[src/rtl/chan_cond_pkg.sv]
// Shared definitions for the multi-channel input conditioner.
//
// Provides the per-channel output mode encoding and the output-mode
// selection function used by every lane. Mode codes are 2 bits wide and
// are applied per channel from the top-level mode bus.
package chan_cond_pkg;

  typedef enum logic [1:0] {
    MODE_LEVEL  = 2'd0,
    MODE_RISE   = 2'd1,
    MODE_FALL   = 2'd2,
    MODE_TOGGLE = 2'd3
  } mode_e;

  // Next value of a lane's output register.
  //   md      : output mode of the lane
  //   upd     : a new debounced level is accepted on this edge
  //   st_next : debounced level after this edge (equals the new level when upd)
  //   cur     : present output register value (TOGGLE keeps it as its base)
  function automatic logic next_out(mode_e md, logic upd, logic st_next, logic cur);
    logic r;
    r = st_next;
    case (md)
      MODE_LEVEL:  r = st_next;
      MODE_RISE:   r = upd & st_next;
      MODE_FALL:   r = upd & ~st_next;
      MODE_TOGGLE: r = cur ^ (upd & st_next);
      default:     r = st_next;
    endcase
    return r;
  endfunction

endpackage

[src/rtl/chan_cond_lane.sv]
// One channel of the input conditioner: synchroniser, debounce filter and
// mode-selected output register.
//
// Ports
//   clk   in  1  rising-edge clock
//   rst   in  1  synchronous active-high reset, clears all lane state
//   raw   in  1  raw asynchronous input
//   mode  in  2  output mode (LEVEL / RISE / FALL / TOGGLE)
//   out   out 1  conditioned output, registered
//   chg   out 1  one-cycle pulse on every accepted level change, registered
module chan_cond_lane
  import chan_cond_pkg::*;
#(
  parameter int SYNC_STAGES = 2,
  parameter int DEB_CYC     = 4,
  parameter int CNT_W       = $clog2(DEB_CYC + 1)
) (
  input  logic       clk,
  input  logic       rst,
  input  logic       raw,
  input  logic [1:0] mode,
  output logic       out,
  output logic       chg
);

  localparam logic [CNT_W-1:0] CNT_LAST = CNT_W'(DEB_CYC - 1);

  logic [SYNC_STAGES-1:0] sync_p0;
  logic                   s_p0;
  logic                   st_p1;
  logic [CNT_W-1:0]       cnt_p1;
  logic                   upd;
  logic                   st_next;
  logic [CNT_W-1:0]       cnt_next;
  logic                   out_p2;
  logic                   chg_p2;

  // Stage 0: synchroniser chain, bit 0 samples the asynchronous input.
  always_ff @(posedge clk) begin
    if (rst) begin
      sync_p0 <= '0;
    end else begin
      sync_p0[0] <= raw;
      for (int i = 1; i < SYNC_STAGES; i++) begin
        sync_p0[i] <= sync_p0[i-1];
      end
    end
  end

  assign s_p0 = sync_p0[SYNC_STAGES-1];

  // Stage 1: debounce. cnt_p1 holds how many consecutive cycles the
  // synchronised level has differed from the stable level; the level is
  // accepted on the DEB_CYC-th such cycle. Any return to the stable level
  // discards the partial count.
  always_comb begin
    upd      = 1'b0;
    st_next  = st_p1;
    cnt_next = '0;
    if (s_p0 != st_p1) begin
      if (cnt_p1 == CNT_LAST) begin
        upd     = 1'b1;
        st_next = s_p0;
      end else begin
        cnt_next = cnt_p1 + CNT_W'(1);
      end
    end
  end

  always_ff @(posedge clk) begin
    if (rst) begin
      st_p1  <= 1'b0;
      cnt_p1 <= '0;
    end else begin
      st_p1  <= st_next;
      cnt_p1 <= cnt_next;
    end
  end

  // Stage 2: output register, driven from the acceptance decision of the
  // same edge so the mode outputs line up with chg.
  always_ff @(posedge clk) begin
    if (rst) begin
      out_p2 <= 1'b0;
      chg_p2 <= 1'b0;
    end else begin
      out_p2 <= next_out(mode_e'(mode), upd, st_next, out_p2);
      chg_p2 <= upd;
    end
  end

  assign out = out_p2;
  assign chg = chg_p2;

endmodule

[src/rtl/multi_chan_conditioner.sv]
// Parametrised N-channel input conditioner for raw asynchronous inputs
// (buttons, external strobes). Each channel is synchronised, debounced and
// presented in its selected output mode; channels are fully independent.
//
// Parameters
//   NCH          number of channels (>= 1)
//   SYNC_STAGES  synchroniser flops per channel (>= 1)
//   DEB_CYC      consecutive differing cycles needed to accept a level (>= 1)
//
// Ports
//   clk     in  1      rising-edge clock
//   rst     in  1      synchronous active-high reset
//   in_ch   in  NCH    raw inputs, bit i = channel i
//   mode    in  2*NCH  per-channel mode, bits [2i+1:2i]
//   out_ch  out NCH    conditioned outputs, registered
//   chg     out NCH    per-channel accepted-change pulses, registered
module multi_chan_conditioner
  import chan_cond_pkg::*;
#(
  parameter int NCH         = 3,
  parameter int SYNC_STAGES = 2,
  parameter int DEB_CYC     = 4
) (
  input  logic             clk,
  input  logic             rst,
  input  logic [NCH-1:0]   in_ch,
  input  logic [2*NCH-1:0] mode,
  output logic [NCH-1:0]   out_ch,
  output logic [NCH-1:0]   chg
);

  localparam int CNT_W = $clog2(DEB_CYC + 1);

  for (genvar i = 0; i < NCH; i++) begin : g_lane
    chan_cond_lane #(
      .SYNC_STAGES(SYNC_STAGES),
      .DEB_CYC    (DEB_CYC),
      .CNT_W      (CNT_W)
    ) u_lane (
      .clk (clk),
      .rst (rst),
      .raw (in_ch[i]),
      .mode(mode[2*i +: 2]),
      .out (out_ch[i]),
      .chg (chg[i])
    );
  end

endmodule
[config.mk]
export PLATFORM = sky130hd
export DESIGN_NAME = multi_chan_conditioner
export DESIGN_NICKNAME = d
export VERILOG_FILES = /design/src/rtl/chan_cond_pkg.sv /design/src/rtl/chan_cond_lane.sv /design/src/rtl/multi_chan_conditioner.sv
export SDC_FILE = /design/constraint.sdc
export NUM_CORES = 1
export LEC_CHECK = 0
export CAP_MARGIN = 20
export CORE_ASPECT_RATIO = 0.9
export CORE_MARGIN = 2
export CORE_UTILIZATION = 40
export CTS_BUF_LIST = sky130_fd_sc_hd__clkbuf_2
export CTS_CLUSTER_SIZE = 40
export DETAILED_ROUTE_END_ITERATION = 7
export HOLD_SLACK_MARGIN = 0.15
export MAX_ROUTING_LAYER = met4
export PLACE_DENSITY = 0.69
export SYNTH_ARGS = -nofsm -noshare
export SYNTH_HDL_FRONTEND = slang
export SYNTH_SLANG_ARGS = --single-unit
[constraint.sdc]
create_clock -name clk -period 3.5 [get_ports clk]
set_clock_uncertainty 0.05 [all_clocks]
set_input_delay 0.35 -clock clk [delete_from_list [all_inputs] [get_ports clk]]
set_output_delay 0.35 -clock clk [all_outputs]
set_load 0.03 [all_outputs]
# After elaboration in Yosys (flattened, before gate mapping)
# Index checks and enable logic that the tools add are counted.
# word_totals
register_bits	24
input_bits	11
output_inout_bits	6
elab_cells	69
# op_classes
add_sub_neg	3
eq_ne	15
muxes	15
bitwise	15
n_reduce_logical	6
# op_table
op	n
== test 2 bit (second input constant)	6
2-to-1 mux 1 bit	12
one-hot mux 1 bit (4 select lines)	3
adder 3 x 1 -> 3 bit (second input constant)	3
== test 3 x 2 -> 1 bit (second input constant)	3
OR reduction 3 bit	3
AND 1 bit	6
== test 2 x 1 -> 1 bit (second input constant)	3
logical NOT 2 bit	3
NOT 1 bit	6
inequality test 1 bit	3
bitwise XOR 1 bit	3

# Logic depth before layout (Yosys ltp)
# logic_depth
ltp_word	6
depth_mapped	6
depth_no_buf	5

# Modules after synthesis
# A second synthesis with hierarchy kept.
# hier_totals
cells_unflattened	93
hier_area_um2	968.4
# modules_own_cells
module	n_inst	cells_each	area_each_um2
chan_cond_lane	3	31	322.8

# Least setup slack after synthesis
# Ideal clock, no wire load.
# synth_timing
path_kind	register to register
from	register g_lane[2].u_lane.cnt_p1[0]
to	register g_lane[2].u_lane.out_p2
arrival_ns	1.350
setup_slack_ns	2.009
path_stages_with_launch	7
path_buffers	1
period_less_slack_ns	1.491
path_cell_list	dfxtp_1 ha_1 ha_1 buf_2 nor3b_1 a211o_1 a311oi_1
# synth_between
elab_chain_len	6
word_cells_on_any_way	10
classes_between	1 x eq/ne; 5 x mux; 4 x bitwise
# synth_rtl
element	line_no	text
start: declaration	chan_cond_lane.sv:31	logic [CNT_W-1:0] cnt_p1;
start signal: assignment	chan_cond_lane.sv:76	cnt_p1 <= cnt_next;
== test 3 x 2 -> 1 bit *	chan_cond_lane.sv:61	if (cnt_p1 == CNT_LAST) begin
2-to-1 mux 1 bit	chan_cond_lane.sv:61	
2-to-1 mux 1 bit	chan_cond_lane.sv:60	if (s_p0 != st_p1) begin
AND 1 bit or NOT 1 bit (tied branches)	chan_cond_pkg.sv:25, chan_cond_pkg.sv:27, chan_cond_pkg.sv:26	
bitwise XOR 1 bit or AND 1 bit (tied branches)	chan_cond_pkg.sv:27, chan_cond_pkg.sv:26	
one-hot mux 1 bit (4 select lines) *	chan_cond_pkg.sv:23	case (md)
end signal: assignment	chan_cond_lane.sv:87	out_p2 <= next_out(mode_e'(mode), upd, st_next, out_p2);
end: declaration	chan_cond_lane.sv:35	logic out_p2;
# Every way passes the cells marked *; elsewhere a longest branch is shown, timed or not.
# A chain may end at the register's enable or synchronous reset.

# Worst setup path in the final report
# layout_timing
from	register g_lane[2].u_lane.out_p2
to	output out_ch[2]
# layout_lines
element	line_no	text
end: declaration	multi_chan_conditioner.sv:28	output logic [NCH-1:0] out_ch,
# No word-level cell between the ends.

==> metrics.md <==
| Metric | Value |
|---|---|
| Tmin final | 1.81 ns |
| Gpl congestion | around 0.76 |
| Yosys warning count | 0 |
| Synthesized instance count | roughly 110 |
| Area leader, netlist | dfxtp_1 |
| Row cnt | 18 |
| Max Clock Freq | 552 MHz |
| Crit-path max cell delay | 0.69 ns |
| Vias | 772 |
| Layout Cells excl Fill | 153 |
| Commonest register cell after synthesis | dfxtp_1 |
| Async SR Flop Fraction | 0% |
| Clock sinks | 24 |
| Vias in the first global route | 719 |
| Antenna viol nets, final | 0 |
| GRT overflow | 0 |
| Status | completed |
| Clk_lat worst skew | between 0.3 and 0.4 ns |
| Cts repair resizes | 0 |
| Post-Syn Area | approximately 1100 um2 |
| Number of port buffers | 16 |
| Fill count | roughly 280 |
| Min-Delay Path Class | register to register |
| Chip width | 59.3 um |
| Mean Syn Cell Area | 9.75 um2 |
| Reg clk slew, reported paths | roughly 0.19 ns |
| Largest net degree at the start of global routing | 20 |
| Setup bufs post-CTS | 0 |
| Crit-path leading delay family | buffers and inverters |
| Global routing usage on met1 | 13.1% |
| Clock Tree Buf Depth | 2 |
| Initial core utilization | 41.1% |
| Fin util | about 47% |
| Final instance area | between 1000 and 1500 um2 |
| Nets | around 140 |
| GR Layer Usage met2 | 21.2% |
| Worst path buffer plus inverter count | 1 |
| Max-cap violations | 0 |
| GR Util All Layers | between 10% and 20% |
| Instance area at placement | about 1200 um2 |
| Critical path type | register to output port |
| Most common cell after layout, fill and taps aside | dfxtp_1 |
| Antenna violations before repair | 0 |
| Pleak | 0.448 nW |
| First-pass GRT wire length | approximately 2.8 mm |
| Core Region | 2680 um2 |
| CTS Buf Count | 3 |
| Worst IR drop on VDD | 0.000232 V |
| Pre-CTS WS | ~1.6 ns |
| PwrDens | 328 nW/um2 |
| Worst hold slack | 0.381 ns |
| Layout area overhead | 14.0% |
| PnR worst setup slack | 1.69 ns |
| Synth area leaders | dfxtp_1 44%, ha_1 9.1%, nor2b_1 4.5% |
| Crit path DAT | roughly 1.4 ns |
| Post-DP HPWL | roughly 1.3 mm |
| Synth top area share | 43.6% |
| DR WL/cell | 11.1 um |
| DRC | 0 |
| Number of enable flip-flop cells after synthesis | 0 |
| Routing usage on met3 | 3.61% |
| Worst Path Required | 3.10 ns |
| Global route hottest layer | met2 |
| Distinct cells, synth | 33 |
| Total Neg Setup Slack | 0 ns |
| Slew HR | 56.1% |
| Fin crit share | between 50% and 60% |
| Fin. Hold Viols | 0 |
| Register area share after synthesis | 43.6% |
| Die Span Y | 53.8 um |
| Drt via density | about 5.0 |
| Root Buffer | clkbuf_2 |
| CTS tree | built |
| Synth Register Bits | 24 |
| 1st-iter DRT viols | 19 |
| Routed WL | 1.70 mm |
| Placed cells | 150 |
| Crit-path max FO | 4 |
| Commonest non-fill, non-tap cells in the layout | 24 x dfxtp_1, 16 x clkdlybuf4s50_1, 10 x inv_1 |
| I/O pin cnt | 17 |
| Area of the die | ~3200 um2 |
| Syn nets | 132 |
| Setup violations, final | 0 |
| Worst Tran Pin Value | ~0.66 ns |
| Startpoint types | register |
| CP cell instances | clkdlybuf4s50_1 |
| H-tree level count | 1 |
| Layout cells sized above 1 | just under 9% |
| Drt first pass iters | 2 |
| RSZ-0062 raised after global routing | no |
| Total inserted antenna cells | 0 |
| Crit end category | output port |
| CP max-delay cell | clkdlybuf4s50_1 |
| Tot Pwr | just over 0.4 mW |
| Final Max Slew Viols | 0 |
| CTS Hold Bufs | 0 |
Yosys cell counts (all sizes together) (3+ instances only):
cell type   n
xnor2       3
buf         9
inv        10
or3         3
nand2       5
nor3b       4
nor2       12
dfxtp      24
o21ai       4
ha          8
nor2b       8
layer usage:
layer,routed length [um],part of all wire (%),vias up
li1,-,-,399
met2,879,52,9
met4,19,1.1,0
met5,0,0,-
met1,737,43,362
met3,59,3.5,2
sequential cells by signal, indices dropped and copies added (netlist names):
name,flops
g_lane.u_lane.sync_p0,6
g_lane.u_lane.chg,3
g_lane.u_lane.st_p1,3
g_lane.u_lane.cnt_p1,9
g_lane.u_lane.out,3
logic make-up after synthesis:
group	count (synthesis)	share of synthesized area [%]
AND/OR/NAND/NOR	42	24.5
flip-flops	24	43.6
buffers and inverters	19	8.74
AO/OA/AOI/OAI	15	9.88
adder cells (fa/ha/maj)	8	9.08
XOR/XNOR	3	2.38
multiplexers	2	1.82
final cells by class:
type	count	area [um2]	area share, %
repair buffers	16	160	12.7
multi-input cells	70	526	41.8
inverters	10	37.5	2.99
flip-flops and latches	24	480	38.2
clock buffers	3	15.0	1.20
well taps	30	37.5	2.99
final timing paths:
check                                        startpoint                                     to  slack [ns]  cells after the start
hold / removal    g_lane[0].u_lane.cnt_p1[0]$_SDFF_PP0_  g_lane[0].u_lane.cnt_p1[0]$_SDFF_PP0_        0.38                      1
setup reg to reg  g_lane[1].u_lane.cnt_p1[0]$_SDFF_PP0_        g_lane[1].u_lane.out$_SDFF_PP0_        1.90                      5
hold reg to reg   g_lane[0].u_lane.cnt_p1[0]$_SDFF_PP0_  g_lane[0].u_lane.cnt_p1[0]$_SDFF_PP0_        0.38                      1
setup / recovery        g_lane[2].u_lane.out$_SDFF_PP0_                              out_ch[2]        1.69                      1
report_power, final:
part | internal [mW] | switching, mW
Combinational | 0.0197 | 0.0147
Clock | 0.0234 | 0.0721
Sequential | 0.279 | 0.00372
Total | 0.322 | 0.0905
No activity file was read; power rests on OpenSTA's default activity.
